## src/rtl/fpadd_result_commit_pkg.sv

```systemverilog
// Shared FP adder constants: result-type encodings, special-value bit patterns,
// fflags bit positions, rounding-mode encoding and the stage-1 capture record.
package fpadd_result_commit_pkg;

  localparam logic [3:0] ZT_NORMAL = 4'b0000;
  localparam logic [3:0] ZT_QNAN   = 4'b0001;
  localparam logic [3:0] ZT_NINF   = 4'b0010;
  localparam logic [3:0] ZT_PINF   = 4'b0011;
  localparam logic [3:0] ZT_PZERO  = 4'b0100;
  localparam logic [3:0] ZT_XZERO  = 4'b0101;
  localparam logic [3:0] ZT_NZERO0 = 4'b0110;
  localparam logic [3:0] ZT_NZERO1 = 4'b0111;
  localparam int         ZT_CVT_BIT = 3;

  localparam logic [63:0] FP_CANON_NAN = 64'h7FF8_0000_0000_0000;
  localparam logic [63:0] FP_NINF      = 64'hFFF0_0000_0000_0000;
  localparam logic [63:0] FP_PINF      = 64'h7FF0_0000_0000_0000;
  localparam logic [63:0] FP_PZERO     = 64'h0000_0000_0000_0000;
  localparam logic [63:0] FP_NZERO     = 64'h8000_0000_0000_0000;

  localparam int FFLAG_NV = 4;
  localparam int FFLAG_DZ = 3;
  localparam int FFLAG_OF = 2;
  localparam int FFLAG_UF = 1;
  localparam int FFLAG_NX = 0;

  localparam logic [2:0] FRM_RDN = 3'b010;

  typedef struct packed {
    logic [3:0]  ztype;
    logic        invalid;
    logic        denorm;
    logic [63:0] raw_result;
    logic [2:0]  raw_flags;
    logic [2:0]  frm;
  } s1_t;

endpackage

```

## src/rtl/fpadd_result_commit_fflags_acc.sv

```systemverilog
// Sticky 5-bit fflags register: CSR write replaces the value, retiring op flags OR in.
// Write and accumulate in the same cycle combine as wdata | acc_flags.
module fpadd_result_commit_fflags_acc (
  input  logic       clk,
  input  logic       reset,
  input  logic       we,
  input  logic [4:0] wdata,
  input  logic       acc_en,
  input  logic [4:0] acc_flags,
  output logic [4:0] flags
);

  logic [4:0] base;

  always_comb begin
    base = we ? wdata : flags;
  end

  always_ff @(posedge clk) begin
    if (reset) begin
      flags <= '0;
    end else begin
      flags <= base | (acc_en ? acc_flags : 5'b0);
    end
  end

endmodule

```

## src/rtl/fpadd_result_commit.sv

```systemverilog
// Retires FP adder results through a 2-stage valid/stall/flush pipeline, substituting
// special values by result type, accumulating sticky fflags and counting denormal operands.
module fpadd_result_commit
  import fpadd_result_commit_pkg::*;
#(
  parameter int          DCNT_W    = 16,
  parameter logic [63:0] CANON_NAN = FP_CANON_NAN
) (
  input  logic              clk,
  input  logic              reset,
  input  logic              InValid,
  input  logic              Stall,
  input  logic              Flush,
  input  logic [3:0]        Ztype,
  input  logic              Invalid,
  input  logic              Denorm,
  input  logic [63:0]       RawResult,
  input  logic [2:0]        RawFlags,
  input  logic [2:0]        Frm,
  output logic [63:0]       ResultW,
  output logic              ResultValid,
  output logic [4:0]        FFlags,
  input  logic              FFlagsWe,
  input  logic [4:0]        FFlagsWData,
  output logic [DCNT_W-1:0] DenormCount,
  input  logic              DenormClr
);

  localparam logic [DCNT_W-1:0] DCNT_MAX = '1;

  s1_t         s1_q;
  logic        s1_vld;
  logic        s2_vld;
  logic [4:0]  s2_flags;
  logic        s2_denorm;
  logic [63:0] sub_result;
  logic [4:0]  sub_flags;
  logic        retire;

  always_ff @(posedge clk) begin
    if (reset) begin
      s1_vld <= 1'b0;
    end else if (Flush) begin
      s1_vld <= 1'b0;
    end else if (!Stall) begin
      s1_vld <= InValid;
    end
  end

  // Stage-1 payload carries no reset; only the valid bit qualifies it.
  always_ff @(posedge clk) begin
    if (!Stall && InValid) begin
      s1_q <= '{ztype: Ztype, invalid: Invalid, denorm: Denorm,
                raw_result: RawResult, raw_flags: RawFlags, frm: Frm};
    end
  end

  always_comb begin
    sub_result           = s1_q.raw_result;
    sub_flags            = '0;
    sub_flags[FFLAG_NV]  = s1_q.invalid;
    sub_flags[FFLAG_DZ]  = 1'b0;
    sub_flags[FFLAG_OF]  = s1_q.raw_flags[2];
    sub_flags[FFLAG_UF]  = s1_q.raw_flags[1];
    sub_flags[FFLAG_NX]  = s1_q.raw_flags[0];
    if (s1_q.ztype[ZT_CVT_BIT]) begin
      sub_flags[FFLAG_NV] = 1'b0;
    end else if (s1_q.ztype != ZT_NORMAL) begin
      sub_flags[FFLAG_OF] = 1'b0;
      sub_flags[FFLAG_UF] = 1'b0;
      sub_flags[FFLAG_NX] = 1'b0;
      case (s1_q.ztype)
        ZT_QNAN:   sub_result = CANON_NAN;
        ZT_NINF:   sub_result = FP_NINF;
        ZT_PINF:   sub_result = FP_PINF;
        ZT_PZERO:  sub_result = FP_PZERO;
        ZT_XZERO:  sub_result = (s1_q.frm == FRM_RDN) ? FP_NZERO : FP_PZERO;
        ZT_NZERO0,
        ZT_NZERO1: sub_result = FP_NZERO;
        default:   sub_result = s1_q.raw_result;
      endcase
    end
  end

  always_ff @(posedge clk) begin
    if (reset) begin
      s2_vld    <= 1'b0;
      ResultW   <= '0;
      s2_flags  <= '0;
      s2_denorm <= 1'b0;
    end else begin
      if (Flush) begin
        s2_vld <= 1'b0;
      end else if (!Stall) begin
        s2_vld <= s1_vld;
      end
      if (!Stall) begin
        ResultW   <= sub_result;
        s2_flags  <= sub_flags;
        s2_denorm <= s1_q.denorm;
      end
    end
  end

  assign ResultValid = s2_vld;
  assign retire      = s2_vld & ~Stall & ~Flush;

  always_ff @(posedge clk) begin
    if (reset || DenormClr) begin
      DenormCount <= '0;
    end else if (retire && s2_denorm && DenormCount != DCNT_MAX) begin
      DenormCount <= DenormCount + 1'b1;
    end
  end

  fpadd_result_commit_fflags_acc u_fflags_acc (
    .clk       (clk),
    .reset     (reset),
    .we        (FFlagsWe),
    .wdata     (FFlagsWData),
    .acc_en    (retire),
    .acc_flags (s2_flags),
    .flags     (FFlags)
  );

endmodule

```

## config.mk

```make
export PLATFORM = sky130hd
export DESIGN_NAME = fpadd_result_commit
export DESIGN_NICKNAME = d
export VERILOG_FILES = /design/src/rtl/fpadd_result_commit_pkg.sv /design/src/rtl/fpadd_result_commit_fflags_acc.sv /design/src/rtl/fpadd_result_commit.sv
export SDC_FILE = /design/constraint.sdc
export NUM_CORES = 1
export LEC_CHECK = 0
export CAP_MARGIN = 5
export CORE_ASPECT_RATIO = 0.75
export CORE_MARGIN = 2
export CORE_UTILIZATION = 47
export DETAILED_ROUTE_END_ITERATION = 8
export HOLD_SLACK_MARGIN = 0.1
export PLACE_DENSITY = 0.8
export SLEW_MARGIN = 5
export SYNTH_ARGS = -nofsm -noshare
export SYNTH_HDL_FRONTEND = slang
export SYNTH_SLANG_ARGS = --single-unit
```

## constraint.sdc

```tcl
create_clock -name clk -period 8.45 [get_ports clk]
set_input_delay 2.1125 -clock clk [delete_from_list [all_inputs] [get_ports clk]]
set_output_delay 2.1125 -clock clk [all_outputs]
set_load 0.1 [all_outputs]
```

==> summary.txt <==
Synthesis
  – Cells after Synth: 462
  – EDFF count, synth: 76
  – YS warnings: 0
  – FF+latch count, synth: 168
  – Ys flop type: dfxtp_1
  – Asr flop ratio synth: 0
  – Synth cell types: 37
  – Synth Cell Area: 5818 µm²
  – Register area share after synthesis: 0.7088
  – Average instance area after synthesis: 12.59 µm²
  – Mapped Nets: 551

Route
  – Drt via density: 5.358
  – Iter 0 DRT Violations: 281
  – Drt pass-1 iters: 6
  – Post-Route WL: 13690 µm
  – Routed len/inst: 16.94 µm
  – Antenna-violating nets left: 0
  – Drt drc: 0
  – Vias: 4329

Place
  – Post-Place Cell Area: 7669 µm²
  – IO buf count: 173
  – Dpl cells: 776
  – DP HPWL: 9095 µm
  – GPL Wtd Cong: 0.7857

Floorplan
  – Starting Density: 0.4779
  – Die H: 100.4 µm
  – Total die area: 13290 µm²
  – Core area: 12170 µm²
  – Ports: 174
  – Row cnt: 35
  – Die Wd: 132.5 µm

Worst setup path
  – Slowest-stage cell, CP: clkdlybuf4s50_1
  – Crit. End Element: output port
  – Max incr delay on CP: 1.19 ns
  – CP top delay family: buffers and inverters
  – CP Cell Sequence: clkdlybuf4s50_1
  – Crit path from: DenormCount[12]$_SDFFE_PP0P_
  – Critical Path Fanout Max: 7
  – CP Buf/Inv Count: 1
  – WP data required: 6.34 ns
  – Startpoint Class: register
  – Reg2reg start: s1_q[74]$_DFFE_PP_
  – Setup Crit Path Kind: reg2out
  – Crit path arrival time: 2.06 ns

Layout
  – P&R area growth vs syn: 43.25%
  – Nets@finish: 718
  – N_diodes: 0
  – Fraction of layout cells with a size suffix above 1: 0.07165
  – Final Cell Area: 8334 µm²
  – Fin cells: 808
  – Layout fillers: 877

Clock network
  – Post-CTS resize count: 0
  – Root Buffer: clkbuf_16
  – CTS tree: built
  – CTS Hold Buffers Added: 0
  – Clock sink count: 168
  – Reg clk slew, reported paths: 0.07 ns
  – Total CTS buffers: 17
  – Setup Buffers After CTS: 0
  – H-tree levels: 4
  – Clk_lat worst skew: 0.42 ns
  – Clock buffer depth: 2

STA
  – Final period utilization: 0.4939
  – F_max: 239.6 MHz
  – Minimum clock period: 4.173 ns
  – Hold Vio Cnt, Final: 0
  – Setup TNS: 0 ns
  – Relative slew slack: 0.3330
  – Final Skew: 0.01201 ns
  – Final setup viols: 0
  – Measured slew at the worst slew-check pin: 0.9974 ns
  – RSZ-0062 raised after global routing: no
  – Fin Hold WS: 0.4760 ns
  – Max Slew Vio Count: 0

Power
  – Switching part of the total: 0.2567
  – Pint: 0.001515 W
  – VDD IR max: 0.1763 mV
  – Logic gate share of total power: 0.133
  – Psw: 0.0005233 W
  – Reg power frac: 0.450
  – Power, Total: 0.002039 W
  – LEAKAGE: 2.968 nW
  – Clock power frac: 0.417
  – Pwr per Cell Area: 244.6 nW/µm²

Global routing
  – Most used routing layer: met2
  – Vias in the first global route: 4291
  – Gr usage total: 0.2110
  – Largest net degree at the start of global routing: 81
  – Met1 Use GR: 0.2690
  – Met2 Use GR: 0.3408
  – M3 GR Usage: 0.07323
  – Initial antenna violation count: 0
  – Global-route wire length before repair: 21780 µm
  – Total gr overflow: 0

Min path
  – Hold Crit Start: s1_q[12]$_DFFE_PP_
  – Worst min path class: reg2reg

Run status
  – Status: complete, no violations

Flow run
  – Maximum capacitance violations: 0
## cell usage after synthesis, types with 2 or more instances
library cell  instances  area, µm²
inv_1                13      48.80
buf_2                 6      30.03
edfxtp_1             76       2282
o31ai_1               6      45.04
clkbuf_1             19      71.32
a22oi_1              55      412.9
buf_1                 3      11.26
o211ai_1              2      15.01
a21oi_1              22      110.1
and3_1                2      12.51
o21ai_0               7      35.03
or3_1                 9      56.30
nor2_1               65      244.0
a221oi_1             11      96.34
nand2_1              24      90.09
o41ai_1               2      17.52
and4_1                3      26.28
nand4_1               7      43.79
mux2i_1               7      70.07
or4_1                 6      45.04
nor3_1                5      25.02
dfxtp_1              92       1842
nand3_1               4      20.02
or2_2                 2      12.51
o311ai_0              2      17.52
## power by group through the flow
stage	Combinational [W]	Sequential, W	Clock [W]
CTS	0.000273	0.000918	0.000865
global route	0.000284	0.000922	0.000899
floorplan	0.0000529	0.00106	0
global placement	0.000267	0.000933	0
finish	0.000271	0.000918	0.000850
detailed placement	0.000271	0.000934	0
## routing by layer
layer	wire length, µm	vias to the layer above
met1	5737	2077
met5	0	-
met4	123	0
li1	-	2052
met2	6552	188
met3	1274	12
## path summary, 6_finish.rpt
check,end,slack [ns],cells after the start
max,DenormCount[12],4.28,1
min,ResultW[6]$_SDFFE_PP0N_,0.48,2
max reg2reg,ResultW[15]$_SDFFE_PP0N_,6.14,5
min reg2reg,ResultW[6]$_SDFFE_PP0N_,0.48,2
## cells by family (layout without fill, tap and decap cells)
family | after synthesis | after routing | share of synthesized area
AO/OA/AOI/OAI | 108 | 108 | 0.1303
adder cells (fa/ha/maj) | 1 | 1 | 0.002150
buffers and inverters | 43 | 223 | 0.03097
flip-flops | 168 | 168 | 0.7088
multiplexers | 7 | 7 | 0.01204
AND/OR/NAND/NOR | 135 | 135 | 0.1157
## through the flow
step | util | worst slack [ns]
floorplan | - | 2.308
global placement | 0.6299 | 4.459
detailed placement | 0.6299 | 4.399
CTS | 0.6846 | 4.253
global route | 0.6846 | 4.207
finish | 0.6846 | 4.277
## cell usage in the layout, fill, tap and decap left out, types with 3 or more instances in the layout
master           Yosys  final
dfxtp_1             92     92
buf_4                1      5
clkinv_4             0      4
and4_1               3      3
or3_1                9      9
mux2i_1              7      7
bufinv_16            0      4
nand4_1              7      7
o31ai_1              6      6
a221oi_1            11     11
inv_1               13     13
clkdlybuf4s50_1      0    171
nor2_1              65     65
clkbuf_16            0     18
nand3_1              4      4
edfxtp_1            76     76
nor3_1               5      5
or4_1                6      6
nand2_1             24     24
o21ai_0              7      7
a22oi_1             55     55
a21oi_1             22     22
## sequential cells by signal (all words and copies together) (netlist names)
register            count
s1_q                   76
s1_vld                  1
DenormCount            16
ResultW                64
s2_denorm               1
s2_flags                4
ResultValid             1
u_fflags_acc.flags      5
## cell type report
class,instances,area (µm²),area share
inverters,13,48.80,0.005855
well taps,166,207.7,0.02492
repair buffers,178,1759,0.2111
flip-flops and latches,168,4124,0.4948
clock buffers,21,481.7,0.05780
clock inverters,11,183.9,0.02207
multi-input cells,251,1529,0.1835
Note: power is estimated with default switching activity, not from simulation.
